==> config.mk <==
export PLATFORM = sky130hd
export DESIGN_NAME = serial_inv_theta_key_flat
export DESIGN_NICKNAME = d
export VERILOG_FILES = /design/src/rtl/serial_inv_theta_key_pkg.sv /design/src/rtl/serial_inv_theta_key_if.sv /design/src/rtl/serial_inv_theta_key_inv_theta_col.sv /design/src/rtl/serial_inv_theta_key.sv /design/src/flat_wrapper.sv
export SDC_FILE = /design/constraint.sdc
export NUM_CORES = 1
export LEC_CHECK = 0
export CORE_ASPECT_RATIO = 1.5
export CORE_MARGIN = 2
export CORE_UTILIZATION = 40
export DETAILED_ROUTE_END_ITERATION = 7
export PLACE_DENSITY = 0.68
export SYNTH_ARGS = -nofsm -noshare
export SYNTH_HDL_FRONTEND = slang
export SYNTH_SLANG_ARGS = --single-unit
==> constraint.sdc <==
create_clock -name clk -period 17.86 [get_ports clk]
set_input_delay 1.786 -clock clk [delete_from_list [all_inputs] [get_ports clk]]
set_output_delay 1.786 -clock clk [all_outputs]
set_load 0.005 [all_outputs]
==> src/rtl/serial_inv_theta_key_pkg.sv <==
// Shared SWAN sizing, inverse theta-key rotation amounts and FSM state encoding.
package swan_pkg;

  localparam int BLOCK_SIZE_DEF  = 256;
  localparam int SIDE_SIZE_DEF   = BLOCK_SIZE_DEF / 2;
  localparam int COLUMN_SIZE_DEF = SIDE_SIZE_DEF / 4;
  localparam int NUM_COLS        = 4;

  // rotation amounts for columns 2, 1, 0 respectively; column 3 is never rotated
  localparam int PA_DEF = 1;
  localparam int PB_DEF = 9;
  localparam int PC_DEF = 19;

  typedef enum logic [1:0] {
    IDLE = 2'd0,
    RUN  = 2'd1,
    DONE = 2'd2
  } state_e;

endpackage

==> src/rtl/serial_inv_theta_key_if.sv <==
// Handshake and data bundle between the producer/consumer and the serial inverse theta-key block.
interface serial_inv_theta_key_if #(
  parameter int SIDE_SIZE = swan_pkg::SIDE_SIZE_DEF
);
  logic                 in_valid;
  logic                 in_ready;
  logic [0:SIDE_SIZE-1] x;
  logic [0:SIDE_SIZE-1] rk;
  logic                 out_valid;
  logic                 out_ready;
  logic [0:SIDE_SIZE-1] y;

  modport master (
    output in_valid, x, rk, out_ready,
    input  in_ready, out_valid, y
  );

  modport slave (
    input  in_valid, x, rk, out_ready,
    output in_ready, out_valid, y
  );
endinterface

==> src/rtl/serial_inv_theta_key_inv_theta_col.sv <==
// One column of inverse theta-key: XOR with the round key, then rotate left by a runtime amount.
module inv_theta_col
  import swan_pkg::*;
#(
  parameter int COLUMN_SIZE = COLUMN_SIZE_DEF,
  parameter int AW          = $clog2(COLUMN_SIZE)
) (
  input  logic [COLUMN_SIZE-1:0] x_col_i,
  input  logic [COLUMN_SIZE-1:0] rk_col_i,
  input  logic [AW-1:0]          amt_i,
  output logic [COLUMN_SIZE-1:0] y_col_o
);

  logic [COLUMN_SIZE-1:0] mix;

  assign mix = x_col_i ^ rk_col_i;
  // a zero amount shifts the right-hand term out entirely, leaving mix unchanged
  assign y_col_o = (mix << amt_i) | (mix >> (COLUMN_SIZE - amt_i));

endmodule

==> src/rtl/serial_inv_theta_key.sv <==
// Serial inverse theta-key: latches x/rk, recovers one column per cycle, holds y until taken.
//
//   state | meaning
//   IDLE  | in_ready high, waiting for in_valid to latch x and rk
//   RUN   | one column per cycle, order 0..3, written into y
//   DONE  | out_valid high, y held until out_ready
module serial_inv_theta_key
  import swan_pkg::*;
#(
  parameter int BLOCK_SIZE  = BLOCK_SIZE_DEF,
  parameter int SIDE_SIZE   = BLOCK_SIZE / 2,
  parameter int COLUMN_SIZE = SIDE_SIZE / 4,
  parameter int PA          = PA_DEF,
  parameter int PB          = PB_DEF,
  parameter int PC          = PC_DEF
) (
  input  logic                 clk,
  input  logic                 rst,
  serial_inv_theta_key_if.slave bus
);

  localparam int AW = $clog2(COLUMN_SIZE);

  if (SIDE_SIZE * 2 != BLOCK_SIZE || COLUMN_SIZE * NUM_COLS != SIDE_SIZE) begin : g_bad_cfg
    $error("serial_inv_theta_key: inconsistent block/side/column sizes");
  end

  state_e                 state_q;
  logic [1:0]             cnt_q;
  logic [COLUMN_SIZE-1:0] x_q  [NUM_COLS];
  logic [COLUMN_SIZE-1:0] rk_q [NUM_COLS];
  logic [COLUMN_SIZE-1:0] y_q  [NUM_COLS];
  logic                   in_ready_q;
  logic                   out_valid_q;

  logic [AW-1:0]          amt_d;
  logic [COLUMN_SIZE-1:0] col_d;

  always_comb begin
    amt_d = '0;
    case (cnt_q)
      2'd0:    amt_d = AW'(PC);
      2'd1:    amt_d = AW'(PB);
      2'd2:    amt_d = AW'(PA);
      default: amt_d = '0;
    endcase
  end

  inv_theta_col #(
    .COLUMN_SIZE (COLUMN_SIZE),
    .AW          (AW)
  ) u_col (
    .x_col_i  (x_q[cnt_q]),
    .rk_col_i (rk_q[cnt_q]),
    .amt_i    (amt_d),
    .y_col_o  (col_d)
  );

  always_ff @(posedge clk) begin
    if (rst) begin
      state_q     <= IDLE;
      cnt_q       <= '0;
      in_ready_q  <= 1'b1;
      out_valid_q <= 1'b0;
      for (int i = 0; i < NUM_COLS; i++) begin
        x_q[i]  <= '0;
        rk_q[i] <= '0;
        y_q[i]  <= '0;
      end
    end else begin
      case (state_q)
        IDLE: begin
          if (bus.in_valid) begin
            for (int i = 0; i < NUM_COLS; i++) begin
              x_q[i]  <= bus.x[i*COLUMN_SIZE +: COLUMN_SIZE];
              rk_q[i] <= bus.rk[i*COLUMN_SIZE +: COLUMN_SIZE];
            end
            cnt_q      <= '0;
            in_ready_q <= 1'b0;
            state_q    <= RUN;
          end
        end
        RUN: begin
          y_q[cnt_q] <= col_d;
          cnt_q      <= cnt_q + 2'd1;
          if (cnt_q == 2'd3) begin
            out_valid_q <= 1'b1;
            state_q     <= DONE;
          end
        end
        DONE: begin
          if (bus.out_ready) begin
            out_valid_q <= 1'b0;
            in_ready_q  <= 1'b1;
            state_q     <= IDLE;
          end
        end
        default: begin
          state_q     <= IDLE;
          in_ready_q  <= 1'b1;
          out_valid_q <= 1'b0;
        end
      endcase
    end
  end

  assign bus.in_ready  = in_ready_q;
  assign bus.out_valid = out_valid_q;
  assign bus.y         = {y_q[0], y_q[1], y_q[2], y_q[3]};

endmodule

==> src/flat_wrapper.sv <==
// flat-port wrapper written by rule: the top's interface ports become plain ports
module serial_inv_theta_key_flat import swan_pkg::*;
#(
  parameter int BLOCK_SIZE  = BLOCK_SIZE_DEF,
  parameter int SIDE_SIZE   = BLOCK_SIZE / 2,
  parameter int COLUMN_SIZE = SIDE_SIZE / 4,
  parameter int PA          = PA_DEF,
  parameter int PB          = PB_DEF,
  parameter int PC          = PC_DEF
)
  (clk, rst, bus_in_valid, bus_x, bus_rk, bus_out_ready, bus_in_ready, bus_out_valid, bus_y);
  serial_inv_theta_key_if #(.SIDE_SIZE(SIDE_SIZE)) bus_i ();
  input  logic clk;
  input  logic rst;
  input wire logic [$bits(bus_i.in_valid)-1:0] bus_in_valid;
  input wire logic [$bits(bus_i.x)-1:0] bus_x;
  input wire logic [$bits(bus_i.rk)-1:0] bus_rk;
  input wire logic [$bits(bus_i.out_ready)-1:0] bus_out_ready;
  output wire logic [$bits(bus_i.in_ready)-1:0] bus_in_ready;
  output wire logic [$bits(bus_i.out_valid)-1:0] bus_out_valid;
  output wire logic [$bits(bus_i.y)-1:0] bus_y;
  assign bus_i.in_valid = bus_in_valid;
  assign bus_i.x = bus_x;
  assign bus_i.rk = bus_rk;
  assign bus_i.out_ready = bus_out_ready;
  assign bus_in_ready = bus_i.in_ready;
  assign bus_out_valid = bus_i.out_valid;
  assign bus_y = bus_i.y;
  serial_inv_theta_key #(.BLOCK_SIZE(BLOCK_SIZE), .SIDE_SIZE(SIDE_SIZE), .COLUMN_SIZE(COLUMN_SIZE), .PA(PA), .PB(PB), .PC(PC)) u_core (.clk(clk), .rst(rst), .bus(bus_i));
endmodule
Word-level counts from Yosys, hierarchy flattened
Memory sizes are Yosys's and may differ from the RTL's. A register that Yosys moved wholly into a read port is not among the register bits. Index checks and enable logic that the tools add are counted.

Register bits after elaboration: 6. Bits in latches: 0. Bits in writable memories: 384. Memory bits (read-only): 0. Input port bits: 260. Output and inout port bits: 130. Word-level logic and storage cells: 76. Memories kept: 3.

$add $sub $neg: 2. Multiply operators: 0. Div/mod/pow operators: 0. Order comparisons: 0. Equal/unequal tests: 8. Shifts and indexed selects: 2. Multiplexer cells: 37. Bitwise logic cells: 12. Reduce and logical (&&, ||, !) cells: 8.

Memories: u_core.rk_q (depth 4, bits a word 32, rd ports 1, clocked after memory_dff 1, wr ports 4, RTL line serial_inv_theta_key.sv:31) `logic [COLUMN_SIZE-1:0] rk_q [NUM_COLS];`; u_core.x_q (depth 4, bits a word 32, rd ports 1, clocked after memory_dff 1, wr ports 4, RTL line serial_inv_theta_key.sv:30) `logic [COLUMN_SIZE-1:0] x_q [NUM_COLS];`; u_core.y_q (depth 4, bits a word 32, rd ports 4, clocked after memory_dff 0, wr ports 4, RTL line serial_inv_theta_key.sv:32) `logic [COLUMN_SIZE-1:0] y_q [NUM_COLS];`.

Operators by type and width (number): 32-bit 2-to-1 mux (9); 32-bit bitwise OR (1); 32-bit OR reduction (1); 32-bit by 5-bit left shift with 32-bit output (1); 32-bit by 32-bit >> shifter with 32-bit output (1); 32-bit bitwise XOR (1); 2-bit 2-to-1 mux (9); 5-bit one-hot mux with 3 select lines (1); 1-bit 2-to-1 mux (14); 3-bit AND reduction (3); 1-bit bitwise OR (8); 6-bit by 5-bit subtractor with 7-bit output (first input constant) (1); 2-bit equality test (second input constant) (3); 1-bit one-hot mux with 3 select lines (2); 2-bit one-hot mux with 3 select lines (1); 2-bit by 1-bit equality test with 1-bit output (second input constant) (2); 2-bit zero test (2); 2-bit inequality test (second input constant) (2); 2-bit one-hot mux with 2 select lines (1); 2-bit by 1-bit adder with 2-bit output (second input constant) (1); 2-bit by 1-bit inequality test with 1-bit output (second input constant) (1); 1-bit inverter (2); 2-bit AND reduction (1); 2-bit nonzero test (1).

Longest topological paths before layout
Gate-level depths: netlist of the first run.

Depth after elaboration: 6. Gate-level depth with buffers: 11. Mapped depth without buffers: 9.

Hierarchy
Synthesis of the first run repeated with hierarchy kept, for this count alone.

Cell total of the unflattened synthesis: 1469. Area total of the unflattened synthesis: 20038.0 µm².

Modules (own cells, without submodules): serial_inv_theta_key (times used 1, cells each 974, area an instance 15976.6 µm², sequential area each 11691.2 µm²); inv_theta_col (times used 1, cells each 495, area an instance 4061.4 µm², sequential area each 0.0 µm²).

Least setup slack after synthesis of the first run
No wires, ideal clock.

Path kind: input to register. Start point: input port bus_in_valid. End point: memory u_core.rk_q[0][0] (netlist bit) (enable). Library setup time: 927 ps. Data arrival time: 13620 ps. Required time: 16933 ps. Setup slack: 3313 ps. Stages: 2. Buffers on the path: 0. Cell sequence: nand2b_1 -> o21bai_1.

RTL lines: start: declaration (RTL line flat_wrapper.sv:15) `input wire logic [$bits(bus_i.in_valid)-1:0] bus_in_valid;`; end: declaration (RTL line serial_inv_theta_key.sv:31).

==> results_dict.tcl, run 1 <==
set metrics [dict create \
    outcome "completed" \
    cp-start-kind "input pin" \
    gp_congestion 1.01 \
    clock-sinks 392 \
    io_pins 390 \
    ys_async_sr_fraction 0 \
    syn_nets 1805 \
    p_sw_frac 0.264 \
    netlist.top_cell.by_area "edfxtp_1" \
    crit_path_end_kind "flop" \
    coreArea_um2 48700 \
    place_area_um2 24200 \
    cts.htree.levels 2 \
    p_seq_frac 0.450 \
    cp_slowest_stage_delay_ns 1.00 \
    relSlewSlack 0.222 \
    comb_power_share 0.202 \
    crit_top_cell "buf_4" \
    area_delta_synth_final_pct 29.6 \
    clk_pin_slew_ns 0.06 \
    cts_tree "done" \
    drc_errors 0 \
    synthTopCellsByArea "edfxtp_1 59%, and2_1 8.3%, mux4_2 5.4%" \
    ys_seq_area_frac 0.594 \
    final.setup_skew_ns 0.0160 \
    start_util 0.405 \
    leakagePower_uw 0.00937 \
    syn_area_um2 19700 \
    worst_ep_required_time_ns 18.02 \
    track_usage 0.233 \
    drt_wl_total_um 59900 \
    r2r-start "u_core.cnt_q[0]" \
    first_global_vias 14007 \
    worst_pin_slew_ns 1.17 \
    path_cells "clkdlybuf4s50_1 -> nand2b_1 -> o21bai_4 -> buf_4 -> buf_4 -> buf_4" \
    drive_gt1_frac 0.0902 \
    fin_crit_sh 0.318 \
    cap_violations 0 \
    synthDominantCellAreaShare 0.585 \
    synth_flop_cell "edfxtp_1" \
    clockBufferDepth 3 \
    fp-row-count 99 \
    power_frac_clock 0.349 \
    fp.dieW_um 185 \
    r2r_slack_ns 13.12 \
    drtIter0Drc 916 \
    synth.avg_cell_area_um2 12.8 \
    nNetsFinal 2165 \
    p_switching_uw 655 \
    place_ws_ns 11.62 \
    fin_area_um2 25500 \
    power_density_nw_per_um2 97.1 \
    synth-seq-cells 392 \
    grt_overflow_total 0 \
    total_power_uw 2480 \
    ir_worst_vdd_mv 0.0541 \
    via_count 13654 \
    grt_pass1_wl_um 87700 \
    drt_first_pass_iters 5 \
    grt_setup_unrepaired "no" \
    max_freq_mhz 176 \
    wl_per_cell_um 23.1 \
    die_h_um 276 \
    final-seq-area_um2 11700 \
    hold_buffers 0 \
    cts_made_buffers 38 \
    clk_latency_ns 0.55 \
    dieArea_um2 51100 \
    ff2ff_path_depth 9 \
    slowest_stage "buf_4" \
    tns_ns 0 \
    grt_max_degree 136 \
    whs_endpoint "u_core.bus.out_valid" \
    internal_power_uw 1820 \
    multi_input_area_um2 7510 \
    hold_class "flop to flop" \
    hold_viol_final 0 \
    netlist_instances 1541 \
    nFillCells 4111 \
    postCtsSetupBuffers 0 \
    period_minus_slack_ns 5.69 \
    fin_hold_ws_ns 0.463 \
    hpwl_um 45200 \
    min_from "u_core.bus.out_valid" \
    root_buffer "clkbuf_16" \
    yosys_warnings 0 \
    synth_edf_count 384 \
    worstReg2RegEnd "u_core.y_q[3][19]" \
    setup_ws_ns 12.17 \
    portBuffers 389 \
    critical_path_class "input pin to flop" \
    min_path_cells 2 \
    post_cts_resize_count 0 \
    ys_types 67 \
    antenna_found_initial 1 \
    drtAntennaViolNets 0 \
    setup_viol 0 \
    routed_via_density 5.28 \
    path_max_fanout 93 \
    slew_violations 0 \
    arrival_ns 5.84 \
]
## worst max-delay path by stage
| stage | startpoint | to | slack [ns] | cells past startpoint |
|---|---|---|---|---|
| final | bus_in_valid | u_core.rk_q[2][0] | 12.17 | 6 |
| after global routing | bus_in_valid | u_core.rk_q[1][0] | 11.85 | 6 |
| after CTS | bus_in_valid | u_core.rk_q[1][0] | 12.17 | 6 |
| after detailed placement | bus_in_valid | u_core.rk_q[0][0] | 11.62 | 6 |
| after global placement | bus_in_valid | u_core.rk_q[0][0] | 11.77 | 6 |
| after floorplan | bus_in_valid | u_core.rk_q[0][0] | 3.31 | 2 |
## power groups by stage
stage	logic (uW)	clock network, uW	registers (uW)
2_1_floorplan	263	0	1150
3_3_place_gp	495	0	1130
3_5_place_dp	497	0	1140
4_1_cts	499	880	1120
5_1_grt	530	909	1120
6_report	500	864	1110
## registers in the layout, summed over array words and instances (netlist names), named ones only
register / count
u_core.rk_q: 128
u_core.bus.in_ready: 1
u_core.y_q: 128
u_core.bus.out_valid: 1
u_core.x_q: 128
u_core.cnt_q: 2
u_core.state_q: 2
## logic make-up (layout without fill, tap and decap cells)
logic type | after synthesis | after routing | synth area share
multiplexers | 107 | 107 | 0.0872
adder cells (fa/ha/maj) | 4 | 4 | 0.00254
buffers and inverters | 112 | 501 | 0.0264
AO/OA/AOI/OAI | 230 | 230 | 0.0804
XOR/XNOR | 136 | 136 | 0.0605
other | 0 | 2 | 0
AND/OR/NAND/NOR | 560 | 560 | 0.149
flip-flops | 392 | 392 | 0.594
## Yosys cell counts (5+ instances only)
| library cell | number |
|---|---|
| edfxtp_1 | 384 |
| and2_1 | 261 |
| nor2_1 | 148 |
| xnor2_1 | 96 |
| nand2_1 | 69 |
| clkbuf_1 | 58 |
| mux4_2 | 47 |
| a21oi_1 | 45 |
| mux2i_1 | 40 |
| xor2_1 | 40 |
| o21ai_0 | 36 |
| o22ai_1 | 25 |
| nor2b_1 | 22 |
| o211ai_1 | 21 |
| a211oi_1 | 17 |
| mux2_2 | 17 |
| nor3_1 | 15 |
| inv_1 | 13 |
| buf_2 | 12 |
| buf_4 | 11 |
| nand3_1 | 10 |
| a22o_1 | 9 |
| buf_1 | 9 |
| dfxtp_1 | 8 |
| nand2b_1 | 8 |
| a221oi_1 | 7 |
| or2_2 | 7 |
| a21o_1 | 5 |
| a221o_1 | 5 |
| a22oi_1 | 5 |
| a31oi_1 | 5 |
| a32oi_1 | 5 |
| buf_6 | 5 |
| o21bai_1 | 5 |
| or3_1 | 5 |
## worst max-delay path: cells and delay by family
family	cells	cell delay, ns
buf+inv	4	3.01
compound gates	1	0.75
simple gates	1	0.16
## per-stage QoR
stage                util  instances
finish              0.524       2588
global route        0.524       2587
CTS                 0.524       2586
detailed placement  0.497       2517
global placement    0.497       2517
floorplan               -       1541
## cell usage in the layout (no fill, tap or decap), drive strengths merged, types with 6 or more instances in the layout
master,count
clkdlybuf4s50,389
edfxtp,384
and2,261
nor2,149
xnor2,96
nand2,69
mux4,49
a21oi,45
clkbuf,43
mux2i,40
xor2,40
o21ai,37
buf,27
o22ai,25
nor2b,22
o211ai,21
clkinv,19
a211oi,18
mux2,18
nor3,15
inv,13
nand3,10
a22o,9
dfxtp,8
bufinv,8
a221oi,8
nand2b,8
or2,7
a32oi,6
## per-layer routing
layer,vias up,wire length [um],GRT usage
met1,6623,22300,0.270
met5,-,0,0
li1,6336,-,-
met3,145,2920,0.0270
met2,550,31600,0.426
met4,0,3030,0.115
## cell type report
class,instances,area share
Tap cell,656,0.0321
Antenna cell,2,0.000196
Sequential cell,392,0.458
Clock buffer,43,0.0388
Multi-Input combinational cell,1037,0.294
Inverter,16,0.00240
Clock inverter,26,0.0138
Timing Repair Buffer,416,0.160
No activity file was read; power rests on OpenSTA's default activity.
==> run 2: changes to the inputs <==
Clock period 17.86 ns to 5.35 ns, I/O delays scaled along.
==> run 2 against run 1 <==
Net effect: total power grew to 3.3 times the previous value; count of clock-buffer cells in the layout rose by 2; utilization is 0.080 points lower; clock power grew to 3.0 times the previous value; critical path type is now flop to flop; largest cell class unchanged.
==> results_dict.tcl, run 2 (same netlist as run 1, synthesis figures left out) <==
set metrics [dict create \
    dieArea_um2 51100 \
    post_cts_resize_count 0 \
    largestRegisters "u_core.rk_q (128), u_core.x_q (128), u_core.y_q (128)" \
    wl_per_cell_um 24.2 \
    die_h_um 276 \
    mostFrequentLayoutCells "389 x clkdlybuf4s50_1, 384 x edfxtp_1, 261 x and2_1" \
    total_power_uw 8070 \
    setup_viol 0 \
    drt_wl_total_um 62800 \
    cts_tree "done" \
    routed_via_density 5.36 \
    outcome "completed" \
    grt_max_degree 257 \
    drtIter0Drc 1125 \
    final_cells 2594 \
    path_max_fanout 17 \
    period_minus_slack_ns 4.44 \
    fin_crit_sh 0.829 \
    fp-row-count 99 \
    hold_buffers 0 \
    ir_worst_vdd_mv 0.202 \
    layout_commonest_cell "clkdlybuf4s50_1" \
    leakagePower_uw 0.00937 \
    fp.dieW_um 185 \
    cts.htree.levels 2 \
    via_count 13900 \
    slew_violations 0 \
    nFillCells 4204 \
    start_util 0.405 \
    drtAntennaViolNets 0 \
    arrival_ns 4.82 \
    hold_class "flop to flop" \
    hpwl_um 48100 \
    postCtsSetupBuffers 0 \
    cap_violations 0 \
    grt_overflow_total 0 \
    power_density_nw_per_um2 316 \
    nNetsFinal 2175 \
    use_met3 0.0264 \
    io_pins 390 \
    portBuffers 389 \
    first_global_vias 14571 \
    antenna_found_initial 0 \
    drc_errors 0 \
    gp_congestion 0.962 \
    cts_made_buffers 36 \
    place_ws_ns 0.956 \
    cp-start-kind "flop" \
    antenna_cells 0 \
    setup_ws_ns 0.913 \
    drive_gt1_frac 0.0918 \
    gr-usage-met1 0.282 \
    clockBufferDepth 3 \
    critical_path_class "flop to flop" \
    track_usage 0.246 \
    relSlewSlack 0.183 \
    crit_path_end_kind "flop" \
    max_freq_mhz 225 \
    area_delta_synth_final_pct 29.4 \
    hold_viol_final 0 \
    grt_setup_unrepaired "no" \
    clock-sinks 392 \
    worst_pin_slew_ns 1.19 \
    postLayoutCoreUtil 0.524 \
    clk_latency_ns 0.54 \
    tns_ns 0 \
    root_buffer "clkbuf_16" \
    clk_pin_slew_ns 0.07 \
    drt_first_pass_iters 7 \
    busiest_layer "met2" \
    final.setup_skew_ns 0.0103 \
    coreArea_um2 48700 \
    dp_cells 2529 \
    grt_pass1_wl_um 91900 \
    grt_use_met2 0.458 \
    worst_ep_required_time_ns 5.73 \
]
-- run 2: changes by cell type in the layout (fill, tap and decap cells not counted), sizes merged --
| cell | previous run | this run |
|---|---|---|
| inv | 13 | 16 |
| clkbuf | 43 | 45 |
| clkinv | 19 | 15 |
| clkinvlp | 2 | 0 |
| diode | 2 | 0 |
| buf | 27 | 39 |
| bufinv | 8 | 5 |
-- run 2: final cells by class --
type	instances	area [um^2]	area share
clock buffers	45	956	0.0375
well taps	656	821	0.0322
repair buffers	428	4220	0.166
multi-input cells	1037	7510	0.295
flip-flops and latches	392	11700	0.459
inverters	16	61.3	0.00241
clock inverters	20	228	0.00893
-- run 2: worst paths after layout --
kind	cells past startpoint	slack, ns	start	end
min	2	0.46	u_core.bus.out_valid	u_core.bus.out_valid
min reg2reg	2	0.46	u_core.bus.out_valid	u_core.bus.out_valid
max reg2reg	8	0.91	flop	u_core.y_q[3][1]
max	8	0.91	flop	u_core.y_q[3][1]
-- run 2: critical path, stage by stage (launching register included) --
cell and delay, ns:
dfxtp_1 0.71, clkinv_2 0.52, buf_4 0.38, mux4_1 0.47
mux2i_1 0.68, nor2_1 0.11, a2111oi_0 0.78, o21ai_0 0.37
a21oi_1 0.24
-- run 2: metrics by stage --
stage                     hold slack, ns  instance area [um^2]
after floorplan                    0.453                 19700
final                              0.463                 25500
after detailed placement           0.455                 24300
after global placement             0.450                 24300
after CTS                          0.465                 25500
after global routing               0.496                 25500
-- run 2: power by group --
group / switching (uW) / leakage, uW / internal (uW) / total (uW)
Clock: 1120 / 0.000580 / 1520 / 2630
Combinational: 963 / 0.00462 / 751 / 1710
Sequential: 95.6 / 0.00417 / 3620 / 3720
-- run 2: metal layers --
layer / part of all wire / up-vias
met2: 0.54 / 537
met3: 0.045 / 148
li1: - / 6361
met4: 0.046 / 0
met1: 0.37 / 6854
met5: 0 / -
